**src/rtl/or1200_keccak_cop.sv**
```systemverilog
// Responder for the l.cust5 Keccak custom instruction: it collects operand words into an input block,
// launches the external permutation core, and returns the captured result words on store ops.
module or1200_keccak_cop #(
  parameter int DW        = 32,
  parameter int IN_WORDS  = 16,
  parameter int OUT_WORDS = 16
) (
  input  logic                    clk,
  input  logic                    rst,
  input  logic                    cop_valid,
  input  logic [4:0]              cop_op,
  input  logic [5:0]              cop_idx,
  input  logic [DW-1:0]           cop_opa,
  output logic                    cop_stall,
  output logic [DW-1:0]           cop_result,
  output logic                    cop_result_valid,
  output logic                    cop_err,
  output logic [IN_WORDS*DW-1:0]  core_din,
  output logic                    core_start,
  input  logic                    core_done,
  input  logic [OUT_WORDS*DW-1:0] core_dout
);

  localparam logic [4:0] OP_START  = 5'b00100;
  localparam logic [4:0] OP_MIDDLE = 5'b00010;
  localparam logic [4:0] OP_END    = 5'b00001;
  localparam logic [4:0] OP_STORE  = 5'b01000;

  localparam int AW = $clog2(IN_WORDS);
  localparam int CW = $clog2(IN_WORDS + 1);
  localparam int RW = $clog2(OUT_WORDS);

  typedef enum logic [1:0] {S_IDLE, S_ABSORB, S_RUN, S_DONE} state_t;

  state_t        state_q, state_d;
  logic [DW-1:0] in_buf   [IN_WORDS];
  logic [DW-1:0] result_q [OUT_WORDS];
  logic [CW-1:0] count_q;

  logic accept, buf_full, idx_ok;
  logic do_start, do_write, do_launch, do_store, err_set;
  logic [RW-1:0] ridx;

  // A command in RUN is held off until the cycle after core_done.
  assign cop_stall = (state_q == S_RUN) && cop_valid;
  assign accept    = cop_valid && !cop_stall;
  assign buf_full  = (count_q == CW'(IN_WORDS));
  assign idx_ok    = int'(cop_idx) < OUT_WORDS;
  assign ridx      = cop_idx[RW-1:0];

  for (genvar g = 0; g < IN_WORDS; g++) begin : g_din
    assign core_din[g*DW +: DW] = in_buf[g];
  end

  always_comb begin
    // NOTE: every signal written here gets a default first, so no path leaves one unassigned and no latch is inferred.
    state_d   = state_q;
    do_start  = 1'b0;
    do_write  = 1'b0;
    do_launch = 1'b0;
    do_store  = 1'b0;
    err_set   = 1'b0;
    if (state_q == S_RUN) begin
      if (core_done) state_d = S_DONE;
    end else if (accept) begin
      case (cop_op)
        OP_START: begin
          do_start = 1'b1;
          state_d  = S_ABSORB;
        end
        OP_MIDDLE: begin
          if (state_q != S_ABSORB) err_set = 1'b1;
          else if (buf_full)       err_set = 1'b1;
          else                     do_write = 1'b1;
        end
        OP_END: begin
          if (state_q != S_ABSORB) begin
            err_set = 1'b1;
          end else begin
            // An overflowing end word is dropped, but the block is still launched.
            if (buf_full) err_set  = 1'b1;
            else          do_write = 1'b1;
            do_launch = 1'b1;
            state_d   = S_RUN;
          end
        end
        OP_STORE: begin
          do_store = 1'b1;
          if (!idx_ok) err_set = 1'b1;
        end
        default: err_set = 1'b1;
      endcase
    end
  end

  always_ff @(posedge clk) begin
    if (rst) begin
      state_q          <= S_IDLE;
      count_q          <= '0;
      cop_result       <= '0;
      cop_result_valid <= 1'b0;
      cop_err          <= 1'b0;
      core_start       <= 1'b0;
      // NOTE: both word arrays are cleared on reset because unwritten words must read as zero;
      // other arrays would normally be left unreset.
      for (int i = 0; i < IN_WORDS; i++)  in_buf[i]   <= '0;
      for (int i = 0; i < OUT_WORDS; i++) result_q[i] <= '0;
    end else begin
      // NOTE: sequential state uses non-blocking assignments, so every register sees pre-edge values.
      state_q          <= state_d;
      core_start       <= do_launch;
      cop_result_valid <= do_store;
      if (err_set) cop_err <= 1'b1;
      if (do_store) cop_result <= idx_ok ? result_q[ridx] : '0;

      if (do_start) begin
        for (int i = 1; i < IN_WORDS; i++) in_buf[i] <= '0;
        in_buf[0] <= cop_opa;
        count_q   <= CW'(1);
      end else if (do_write) begin
        in_buf[count_q[AW-1:0]] <= cop_opa;
        count_q                 <= count_q + CW'(1);
      end

      if (state_q == S_RUN && core_done) begin
        for (int i = 0; i < OUT_WORDS; i++) result_q[i] <= core_dout[i*DW +: DW];
      end
    end
  end

endmodule

```
**config.mk**
```make
export PLATFORM = sky130hd
export DESIGN_NAME = or1200_keccak_cop
export DESIGN_NICKNAME = d
export VERILOG_FILES = /design/src/rtl/or1200_keccak_cop.sv
export SDC_FILE = /design/constraint.sdc
export NUM_CORES = 1
export LEC_CHECK = 0
export ABC_AREA = 1
export BUFFER_PORTS_ARGS = -buffer_cell sky130_fd_sc_hd__buf_4
export CORE_AREA = 3 3 431 433
export CTS_BUF_LIST = sky130_fd_sc_hd__clkbuf_8 sky130_fd_sc_hd__clkbuf_16
export DETAILED_ROUTE_END_ITERATION = 12
export DIE_AREA = 0 0 434 436
export PLACE_DENSITY_LB_ADDON = 0.15
export SYNTH_ARGS = -nofsm -noshare
export SYNTH_HDL_FRONTEND = slang
export SYNTH_SLANG_ARGS = --single-unit
```
**constraint.sdc**
```tcl
create_clock -name clk -period 36.9 [get_ports clk]
set_clock_uncertainty 0.2 [all_clocks]
set_input_delay 1.845 -clock clk [delete_from_list [all_inputs] [get_ports clk]]
set_output_delay 1.845 -clock clk [all_outputs]
set_load 0.1 [all_outputs]
```
==> parameters.txt <==
Parameter                              Value

Power and ir drop
  Part of the total power dissipated in the clock network    40.9%
  Highest ir drop seen on vdd    0.0000315 V
  Reg power frac    45.7%
  Net switching fraction of the power    28.9%
  Power density over the cells    50.3 nW/um^2
  PnR Total Power    3050 uW
  Switching power    880 uW
  Share of power burned in combinational logic    13.4%
  Int Pwr    2170 uW
  Leakage power total    0.0287 uW

STA
  Worst-margin pin slew    1.17 ns
  Final setup viols    0
  Time the worst path needs with I/O delays and setup    5.78 ns
  RSZ-0062 raised after global routing    no
  Final Max Slew Viols    0
  Final Hold Slack    0.265 ns
  Final worst path period share    15.7%
  Number of failing hold endpoints at the final stage    0
  Max Clk Rate    0.173 GHz
  Post-route setup TNS    0 ns
  Slew margin rel.    21.8%

Clock tree
  H-tree lvl count    4
  Total setup buffers inserted after CTS    0
  Number of gates resized after cts    0
  Cell chosen for the clock root    sky130_fd_sc_hd__clkbuf_16
  Sinks on Clock Net    1066
  CTS clock-pin slew for the worst setup and hold paths    0.05 ns
  Number of buffers on the longest clock path    3
  Clock latency on the worst-skew pair    0.79 ns
  Clock tree from TritonCTS    yes
  Hold_buf cts    0
  Number of clock buffers inserted by TritonCTS    130

Route
  Total wirelength of the detailed-routed design    192000 um
  Number of remaining DRC errors    0
  Count of routing violations after the opening detailed-route iteration    2349
  Number of vias in the routed layout    34200
  Number of nets still failing antenna checks after routing    0
  Via density    4.22
  Pre-Repair DR Iteration Count    5
  Post-DR wirelength/cell    23.7 um

Setup path
  Arrival time of data at the critical path endpoint    6.00 ns
  Max stage delay on crit path    0.90 ns
  Biggest fanout along the worst timing path    100
  Required time of the critical path    37.12 ns
  Crit path capture type    register
  CP Launch Type    input port
  Critical path, cell by cell    clkbuf_8 > inv_1 > nand2_4 > buf_4 > buf_4 > buf_4
  Worst path top cell family by delay    buffers and inverters
  Crit Path Class    in2reg
  Cell repeated most along the worst path    sky130_fd_sc_hd__buf_4
  Slowest CP cell    sky130_fd_sc_hd__buf_4
  Buffers & Inverters on Critical Path    5

Logic synthesis
  Synthesized netlist cell count    4567
  Number of warnings reported in the yosys synthesis log    0
  Synth unique cells    29
  Proportion of synthesized chip area in sequential cells    69.0%
  Average footprint of a synthesized cell    10.0 um^2
  Synthesized flop and latch total    1066
  Mapped cell area    45800 um^2
  Post-synth net total    5132

Layout
  NumNets Final    6176
  Most common cell after layout, fill and taps aside    sky130_fd_sc_hd__buf_4
  Final non-filler cell area    60600 um^2
  P&R area growth vs syn    32.3%
  Most frequent cells in the layout    sky130_fd_sc_hd__buf_4, sky130_fd_sc_hd__edfxtp_1, sky130_fd_sc_hd__nor2_1
  Final non-filler cell total    8102
  Fill cell total of the finished layout    18800
  Share of final-layout standard cells stronger than drive strength 1    24.5%

Floorplan
  Io pins    1107
  Die X    434 um
  Row Count    157
  Die ar.    189000 um^2
  Initial Util    25.1%
  Core Box Area    182000 um^2
  Height of the die    436 um

Placed design
  Port Buffer Count    1106
  Total placed instance area    56400 um^2
  Placed cells    7864
  Routability congestion estimate from global placement    0.817
  Half-perimeter wire length after detailed placement    133000 um

Run
  Max-cap violations    0

Min path
  Hold crit path type    reg2reg

Global routing
  GRT Overall Usage    19.7%
  Antenna violations before repair    8
  Global-route wire length before repair    263000 um
  Largest net degree at the start of global routing    187
  Grt total ovfl    0
  Number of global-route vias before repair    34100

Run status
  Status    finished, final reports clean
[through the flow]
| step | worst slack [ns] | utilization (%) |
|---|---|---|
| after floorplan | 22.54 | - |
| after global placement | 30.18 | 30.9 |
| after detailed placement | 30.13 | 30.9 |
| after CTS | 31.01 | 33.2 |
| after global routing | 30.79 | 33.2 |
| final | 31.12 | 33.2 |
[power by group through the flow]
| stage | clock (uW) | combinational [uW] | sequential (uW) |
|---|---|---|---|
| 5_1_grt | 1330 | 430 | 1400 |
| 3_3_place_gp | 0 | 415 | 1420 |
| 3_5_place_dp | 0 | 414 | 1420 |
| 4_1_cts | 1290 | 415 | 1390 |
| 6_report | 1250 | 407 | 1390 |
| 2_1_floorplan | 0 | 99.5 | 1580 |
[flip-flops by register name (all words and copies together) (netlist names)]
register and cells:
count_q 5, in_buf 512, cop_err 1, state_q 2, cop_result 32, cop_result_valid 1, core_start 1, result_q 512
[per-layer routing]
layer / vias up / share of wire (%) / track usage [%]
li1: 16200 / - / -
met3: 264 / 6.5 / 4.70
met4: 0 / 3.9 / 7.52
met2: 1097 / 52 / 35.8
met1: 16600 / 38 / 22.1
met5: - / 0 / 0
[path summary, 6_finish.rpt]
| path | depth (start not counted) | end | slack (ns) | start |
|---|---|---|---|---|
| max reg2reg | 7 | result_q[8][14]$_SDFFCE_PN0P_ | 32.28 | state_q[0]$_SDFFE_PP0P_ |
| max | 6 | result_q[8][14]$_SDFFCE_PN0P_ | 31.12 | rst |
| min | 2 | cop_result[30]$_SDFFE_PP0P_ | 0.27 | cop_result[30]$_SDFFE_PP0P_ |
| min reg2reg | 2 | cop_result[30]$_SDFFE_PP0P_ | 0.27 | cop_result[30]$_SDFFE_PP0P_ |
[cell usage after synthesis (all sizes together)]
cell,number,share of area (%)
nor2,1047,8.8
edfxtp,1024,67
inv,956,7.8
nand2,796,6.7
nand3,392,4.3
clkbuf,139,1.1
buf,115,1.5
dfxtp,42,1.8
a21oi,36,0.39
ha,6,0.16
o21ai,6,0.066
nand4,2,0.027
or2,2,0.027
xor2,2,0.038
and3,1,0.014
nor3,1,0.011
[area by class of cell]
| type | instances | area (um^2) | area share [%] |
|---|---|---|---|
| Sequential cell | 1066 | 31600 | 52.1 |
| Multi-Input combinational cell | 2291 | 9470 | 15.6 |
| Timing Repair Buffer | 1166 | 8800 | 14.5 |
| Inverter | 956 | 3610 | 5.95 |
| Clock buffer | 136 | 3350 | 5.52 |
| Tap cell | 2385 | 2980 | 4.93 |
| Clock inverter | 96 | 779 | 1.29 |
| Antenna cell | 6 | 15.0 | 0.0248 |
[worst reg2reg max path, cell delays in order, from the launching register on]
cell and delay [ns]:
sky130_fd_sc_hd__dfxtp_1 0.33, sky130_fd_sc_hd__inv_1 0.06, sky130_fd_sc_hd__ha_1 0.29, sky130_fd_sc_hd__nand2_1 0.16
sky130_fd_sc_hd__nand2_4 0.59, sky130_fd_sc_hd__buf_4 0.78, sky130_fd_sc_hd__buf_4 0.96, sky130_fd_sc_hd__buf_4 0.82
[kinds of logic (layout without fill, tap and decap cells)]
kind of cell	Yosys count	after routing	synth area share (%)
AND/OR/NAND/NOR	2241	2241	19.9
buffers and inverters	1210	2354	10.4
flip-flops	1066	1066	69.0
AO/OA/AOI/OAI	42	42	0.459
adder cells (fa/ha/maj)	6	6	0.164
XOR/XNOR	2	2	0.0383
other	0	6	0
Power figures use the tool's default switching activity.
